===== config.mk =====
export PLATFORM = sky130hd
export DESIGN_NAME = ps2_key_framer
export DESIGN_NICKNAME = d
export VERILOG_FILES = /design/src/rtl/ps2_key_framer.sv
export SDC_FILE = /design/constraint.sdc
export NUM_CORES = 1
export LEC_CHECK = 0
export CORE_MARGIN = 2
export CORE_UTILIZATION = 57
export CTS_BUF_LIST = sky130_fd_sc_hd__clkbuf_16
export DETAILED_ROUTE_END_ITERATION = 10
export DONT_BUFFER_PORTS = 1
export GPL_TIMING_DRIVEN = 1
export PLACE_DENSITY = 0.84
export SKIP_LAST_GASP = 1
export SLEW_MARGIN = 25
export SYNTH_ARGS = -nofsm -noshare
export SYNTH_HDL_FRONTEND = slang
export SYNTH_SLANG_ARGS = --single-unit

===== constraint.sdc =====
create_clock -name clk_sys -period 2.4 [get_ports clk_sys]
set_input_delay 0.48 -clock clk_sys [delete_from_list [all_inputs] [get_ports clk_sys]]
set_output_delay 0.48 -clock clk_sys [all_outputs]
set_load 0.02 [all_outputs]

===== src/rtl/ps2_key_framer.sv =====
// PS/2 keyboard receiver: deserialises 11-bit frames and groups prefix bytes into 65-bit key events.
// Optional stability filter on both lines when PS2_KEY_GLITCH_FILTER_EN is defined.
module ps2_key_framer #(
   parameter int FILTER_LEN  = 8,
   parameter int TIMEOUT_CYC = 24000
) (
   input  logic        clk_sys,
   input  logic        reset_n,
   input  logic        ps2_clk_in,
   input  logic        ps2_dat_in,
   output logic [64:0] ps2_key,
   output logic        byte_valid,
   output logic [7:0]  byte_out,
   output logic        frame_err
);

   localparam int TW = $clog2(TIMEOUT_CYC + 1);
   localparam logic [TW-1:0] TLIM = TW'(TIMEOUT_CYC);

   typedef enum logic [2:0] {IDLE, START, DATA, PARITY, STOP} state_t;

   state_t      state;
   logic [1:0]  clk_sync;
   logic [1:0]  dat_sync;
   logic        clk_filt;
   logic        dat_filt;
   logic        clk_prev;
   logic        clk_fall;
   logic [2:0]  bit_cnt;
   logic [7:0]  shreg;
   logic        start_bit;
   logic        par_bit;
   logic [TW-1:0] tcnt;
   logic [63:0] hist;
   logic [2:0]  e1cnt;
   logic [63:0] hist_new;
   logic [2:0]  e1_new;
   logic        ev_done;

   always_ff @(posedge clk_sys or negedge reset_n) begin
      if (!reset_n) begin
         clk_sync <= 2'b11;
         dat_sync <= 2'b11;
      end else begin
         clk_sync <= {clk_sync[0], ps2_clk_in};
         dat_sync <= {dat_sync[0], ps2_dat_in};
      end
   end

`ifdef PS2_KEY_GLITCH_FILTER_EN
   localparam int FW = $clog2(FILTER_LEN + 1);
   localparam logic [FW-1:0] FLIM = FW'(FILTER_LEN - 1);

   logic [FW-1:0] clk_cnt;
   logic [FW-1:0] dat_cnt;

   // A filtered level only follows the synchroniser after FILTER_LEN disagreeing samples in a row.
   always_ff @(posedge clk_sys or negedge reset_n) begin
      if (!reset_n) begin
         clk_filt <= 1'b1;
         dat_filt <= 1'b1;
         clk_cnt  <= '0;
         dat_cnt  <= '0;
      end else begin
         if (clk_sync[1] == clk_filt) begin
            clk_cnt <= '0;
         end else if (clk_cnt == FLIM) begin
            clk_filt <= clk_sync[1];
            clk_cnt  <= '0;
         end else begin
            clk_cnt <= clk_cnt + 1'b1;
         end
         if (dat_sync[1] == dat_filt) begin
            dat_cnt <= '0;
         end else if (dat_cnt == FLIM) begin
            dat_filt <= dat_sync[1];
            dat_cnt  <= '0;
         end else begin
            dat_cnt <= dat_cnt + 1'b1;
         end
      end
   end
`else
   localparam int unused_filter_len = FILTER_LEN;

   assign clk_filt = clk_sync[1];
   assign dat_filt = dat_sync[1];
`endif

   assign clk_fall = clk_prev & ~clk_filt;

   // Next assembler state for the byte currently held in shreg; hist is already zero at event start.
   always_comb begin
      hist_new = {hist[55:0], shreg};
      e1_new   = e1cnt;
      ev_done  = 1'b0;
      if (e1cnt != 3'd0) begin
         e1_new  = e1cnt - 3'd1;
         ev_done = (e1cnt == 3'd1);
      end else if (shreg == 8'hE1) begin
         e1_new = 3'd7;
      end else if (shreg != 8'hE0 && shreg != 8'hF0) begin
         ev_done = 1'b1;
      end
   end

   // The start bit is latched on the first fall and judged on the second, which also carries data bit 0.
   always_ff @(posedge clk_sys or negedge reset_n) begin
      if (!reset_n) begin
         state      <= IDLE;
         clk_prev   <= 1'b1;
         bit_cnt    <= 3'd0;
         shreg      <= 8'h00;
         start_bit  <= 1'b0;
         par_bit    <= 1'b0;
         tcnt       <= '0;
         hist       <= 64'h0;
         e1cnt      <= 3'd0;
         ps2_key    <= 65'h0;
         byte_valid <= 1'b0;
         byte_out   <= 8'h00;
         frame_err  <= 1'b0;
      end else begin
         byte_valid <= 1'b0;
         frame_err  <= 1'b0;
         clk_prev   <= clk_filt;
         if (state != IDLE && tcnt == TLIM) begin
            frame_err <= 1'b1;
            state     <= IDLE;
            tcnt      <= '0;
            hist      <= 64'h0;
            e1cnt     <= 3'd0;
         end else begin
            if (state == IDLE || clk_fall) begin
               tcnt <= '0;
            end else if (tcnt != TLIM) begin
               tcnt <= tcnt + 1'b1;
            end
            if (clk_fall) begin
               case (state)
                  IDLE: begin
                     start_bit <= dat_filt;
                     state     <= START;
                  end
                  START: begin
                     if (start_bit) begin
                        frame_err <= 1'b1;
                        state     <= IDLE;
                        hist      <= 64'h0;
                        e1cnt     <= 3'd0;
                     end else begin
                        shreg   <= {dat_filt, shreg[7:1]};
                        bit_cnt <= 3'd1;
                        state   <= DATA;
                     end
                  end
                  DATA: begin
                     shreg   <= {dat_filt, shreg[7:1]};
                     bit_cnt <= bit_cnt + 3'd1;
                     if (bit_cnt == 3'd7) begin
                        state <= PARITY;
                     end
                  end
                  PARITY: begin
                     par_bit <= dat_filt;
                     state   <= STOP;
                  end
                  STOP: begin
                     state <= IDLE;
                     if (dat_filt && (^{shreg, par_bit})) begin
                        byte_valid <= 1'b1;
                        byte_out   <= shreg;
                        e1cnt      <= e1_new;
                        if (ev_done) begin
                           hist    <= 64'h0;
                           ps2_key <= {~ps2_key[64], hist_new};
                        end else begin
                           hist <= hist_new;
                        end
                     end else begin
                        frame_err <= 1'b1;
                        hist      <= 64'h0;
                        e1cnt     <= 3'd0;
                     end
                  end
                  default: state <= IDLE;
               endcase
            end
         end
      end
   end

endmodule


==> impl_metrics.py <==
metrics = {
    "status": {
        "status": "finished with violations",
        "violations": "hold timing, setup timing",
    },
    "synthesis": {
        "synth_edf_count": 0,
        "synthMuxAreaShare_pct": 15.6,
        "synth.area.top_cells": "dfrtp_1 (58%), mux2_4 (11%), a22o_1 (7.0%)",
        "netlist_area_mm2": 0.00709,
        "synth_top_family_by_area": "multiplexers",
        "ys_seq_elements": 170,
        "syn_avg_cell_area_um2": 14.7,
        "yosys.area_share.simple_pct": 6.33,
        "synth_compound_area_share_pct": 9.65,
        "synth_cell_types": 52,
        "synth_nets": 494,
        "synthFlopType": "dfrtp_1",
        "synth.largest_area_cell": "dfrtp_1",
        "async_reset_ff_share_pct": 100,
        "yosys.area_share.adder_pct": 1.23,
        "yosys.area.top_type_share_pct": 58.2,
        "synth-xor-area-share_pct": 2.86,
        "yosysSeqAreaShare_pct": 60.1,
        "ys_warn_count": 0,
        "syn_inst": 483,
    },
    "grt": {
        "grt_max_degree": 171,
        "antenna_found_initial": 0,
        "grt_usage_pct": 23.6,
        "globalRoute.totalOverflow": 0,
        "grt_pass1_vias": 4415,
        "grt_pass1_wl_mm": 24.0,
    },
    "timing": {
        "whs_ns": -0.260,
        "relSlewSlack_pct": 54.1,
        "rsz0062_at_grt": "yes",
        "slew_viol_final": 0,
        "fmax_mhz": 406,
        "tightest_slew_ns": 0.689,
        "tns_ns": -1.72,
        "finalCriticalPeriod_ns": 2.46,
        "setup_viol": 59,
        "hold_violations": 167,
        "worst_slack_ns": -0.0611,
        "fin_skew_ns": 0.0129,
        "finalCritPeriodShare_pct": 103,
    },
    "worst_setup_path": {
        "crit_path_end_kind": "flip-flop",
        "path_common_cell": "or4_4",
        "cpMaxStageDelayCell": "or4_4",
        "path_cells": "or4_4 > or4_4 > nand3_4 > or3b_4 > buf_4 > buf_12 > buf_16 > mux2_4",
        "worst-path-max-fanout": 5,
        "crit_type": "flip-flop to flip-flop",
        "worstPathArrival_ns": 2.77,
        "startpoint_type": "flip-flop",
        "cpPeakStageDelay_ns": 0.54,
        "worstPathRequired_ns": 2.71,
    },
    "cts": {
        "clockBufferDepth": 2,
        "cts_tree": "built",
        "clkLatencyLatePin_ns": 0.43,
        "cts_max_level": 4,
        "cts_made_buffers": 17,
        "cts.sink_count": 170,
        "cts_root_buf": "clkbuf_16",
        "clkTransAtPathRegs_ns": 0.07,
    },
    "power_and_ir_drop": {
        "powerDensity_mw_per_mm2": 947,
        "p_leak_nw": 4.25,
        "ir_drop_uv": 865,
    },
    "final_layout": {
        "n_antenna_cell": 0,
        "area_delta_synth_final_pct": 19.3,
        "postLayoutCellArea_mm2": 0.00846,
        "nets": 540,
        "fillCellCount": 717,
        "drive_gt1_share_pct": 34.7,
        "stdcell_count": 710,
    },
    "drt": {
        "wl_mm": 15.9,
        "ant_nets": 0,
        "drc_errors": 0,
        "num_vias": 4177,
        "wl_per_cell_um": 22.4,
        "drt_iter0_drc": 351,
        "dr.pass1.iters": 4,
        "via_per_inst": 5.88,
    },
    "flow_run": {
        "maxCapViolations": 0,
    },
    "place": {
        "port_buffers": 0,
        "hpwlAfterDp_mm": 9.06,
        "dpl_cell_area_mm2": 0.00744,
        "gp_congestion": 0.856,
        "place_ws_ns": -0.0528,
        "dp_cells": 659,
    },
    "die": {
        "die_w_um": 116,
        "rows": 40,
        "die_area_mm2": 0.0134,
        "pin_count": 79,
        "initial_core_util_pct": 58.8,
        "die_y_um": 116,
        "fp.coreArea_mm2": 0.0121,
    },
    "min_path": {
        "hold_class": "input pin to asynchronous set/reset pin",
    },
}
per-stage QoR:
stage / total power, mW / hold slack, ns / utilization (%)
6_report: 8.02 / -0.260 / 70.1
5_1_grt: 8.38 / -0.276 / 70.1
4_1_cts: 7.99 / -0.270 / 67.9
3_5_place_dp: 5.02 / 0.189 / 61.7
3_3_place_gp: 4.90 / 0.189 / 61.6
2_1_floorplan: 4.28 / 0.184 / -
worst max-delay path: cells and delay by family, from the launching register on:
kind | cells | cell delay [ns]
simple gates | 4 | 1.32
mux | 1 | 0.29
flops | 1 | 0.38
buf+inv | 3 | 0.36
flip-flops by register name, summed over array words and instances, names as in the netlist:
| register | cells |
|---|---|
| dat_sync | 2 |
| state | 3 |
| shreg | 8 |
| frame_err | 1 |
| ps2_key | 65 |
| bit_cnt | 3 |
| clk_sync | 2 |
| hist | 56 |
| clk_prev | 1 |
| start_bit | 1 |
| tcnt | 15 |
| byte_out | 8 |
| byte_valid | 1 |
| e1cnt | 3 |
| par_bit | 1 |
cells in the mapped netlist, types with 2 or more instances:
cell type / instances
nor2_1: 22
nor2b_1: 3
o21ai_0: 5
mux2_2: 31
nor4b_1: 2
buf_2: 5
xnor3_1: 2
or4_4: 2
a21boi_0: 2
nand3_1: 9
nand2b_1: 3
nor3_1: 6
xor2_1: 8
a211oi_1: 2
mux2_4: 50
nand2_1: 11
ha_1: 7
dfstp_2: 5
clkbuf_1: 14
xnor2_1: 10
inv_1: 10
a21oi_1: 6
or3_1: 3
nand4_1: 6
or2_2: 2
buf_12: 6
dfrtp_1: 165
a22o_1: 57
a31oi_1: 2
buf_6: 5
kinds of logic (layout without fill, tap and decap cells):
group	count (synthesis)	after routing
compound gates	84	84
fa+ha+maj	7	7
buf+inv	41	100
mux	82	82
simple gates	79	79
flops	170	170
xor+xnor	20	20
layout make-up:
type | instances | area [um^2] | area share [%]
timing repair buffer | 58 | 699 | 8.27
sequential | 170 | 4260 | 50.4
inverter | 10 | 37.5 | 0.444
clock inverter | 15 | 186 | 2.20
tap | 168 | 210 | 2.48
multi-input combinational | 272 | 2640 | 31.2
clock buffer | 17 | 425 | 5.03
placed cells by master, fill, tap and decap left out, types with 8 or more instances in the layout:
master / count
inv_1: 15
nand3_1: 9
a22o_1: 57
buf_4: 40
dfrtp_1: 164
mux2_2: 26
xor2_1: 8
nand2_1: 11
clkbuf_16: 23
mux2_4: 55
nor2_1: 22
timing repair:
action                                  CTS  global route
pin swaps                                 2             4
hold endpoints to repair                170           170
endpoints found under the setup margin  111           120
resized for setup                         9            11
gates cloned                              2             7
setup buffers                             4             9
power breakdown:
part | total (mW) | internal [mW] | switching (mW)
Combinational | 1.91 | 0.991 | 0.923
Sequential | 3.27 | 3.06 | 0.207
Clock | 2.84 | 1.73 | 1.11
metal layers:
layer | up-vias | share of wire, % | track usage [%] | wire, um
met5 | - | 0 | 0 | 0
met4 | 0 | 2.7 | 9.64 | 428
met3 | 33 | 4.5 | 6.59 | 719
met2 | 123 | 52 | 38.9 | 8320
met1 | 2172 | 40 | 29.5 | 6450
li1 | 1849 | - | - | -
final timing paths:
kind	start	endpoint	slack (ns)	cells after the start
setup / recovery	tcnt[5]	ps2_key[21]	-0.06	8
min in group clk_sys	ps2_dat_in	dat_sync[0]	0.04	0
setup reg to reg	tcnt[5]	ps2_key[21]	-0.06	8
hold reg to reg	clk_sync[0]	clk_sync[1]	0.35	0
hold / removal	reset_n	hist[11]	-0.26	0
max in group asynchronous	reset_n	clk_prev	2.38	0
(Power assumes the default switching activity.)
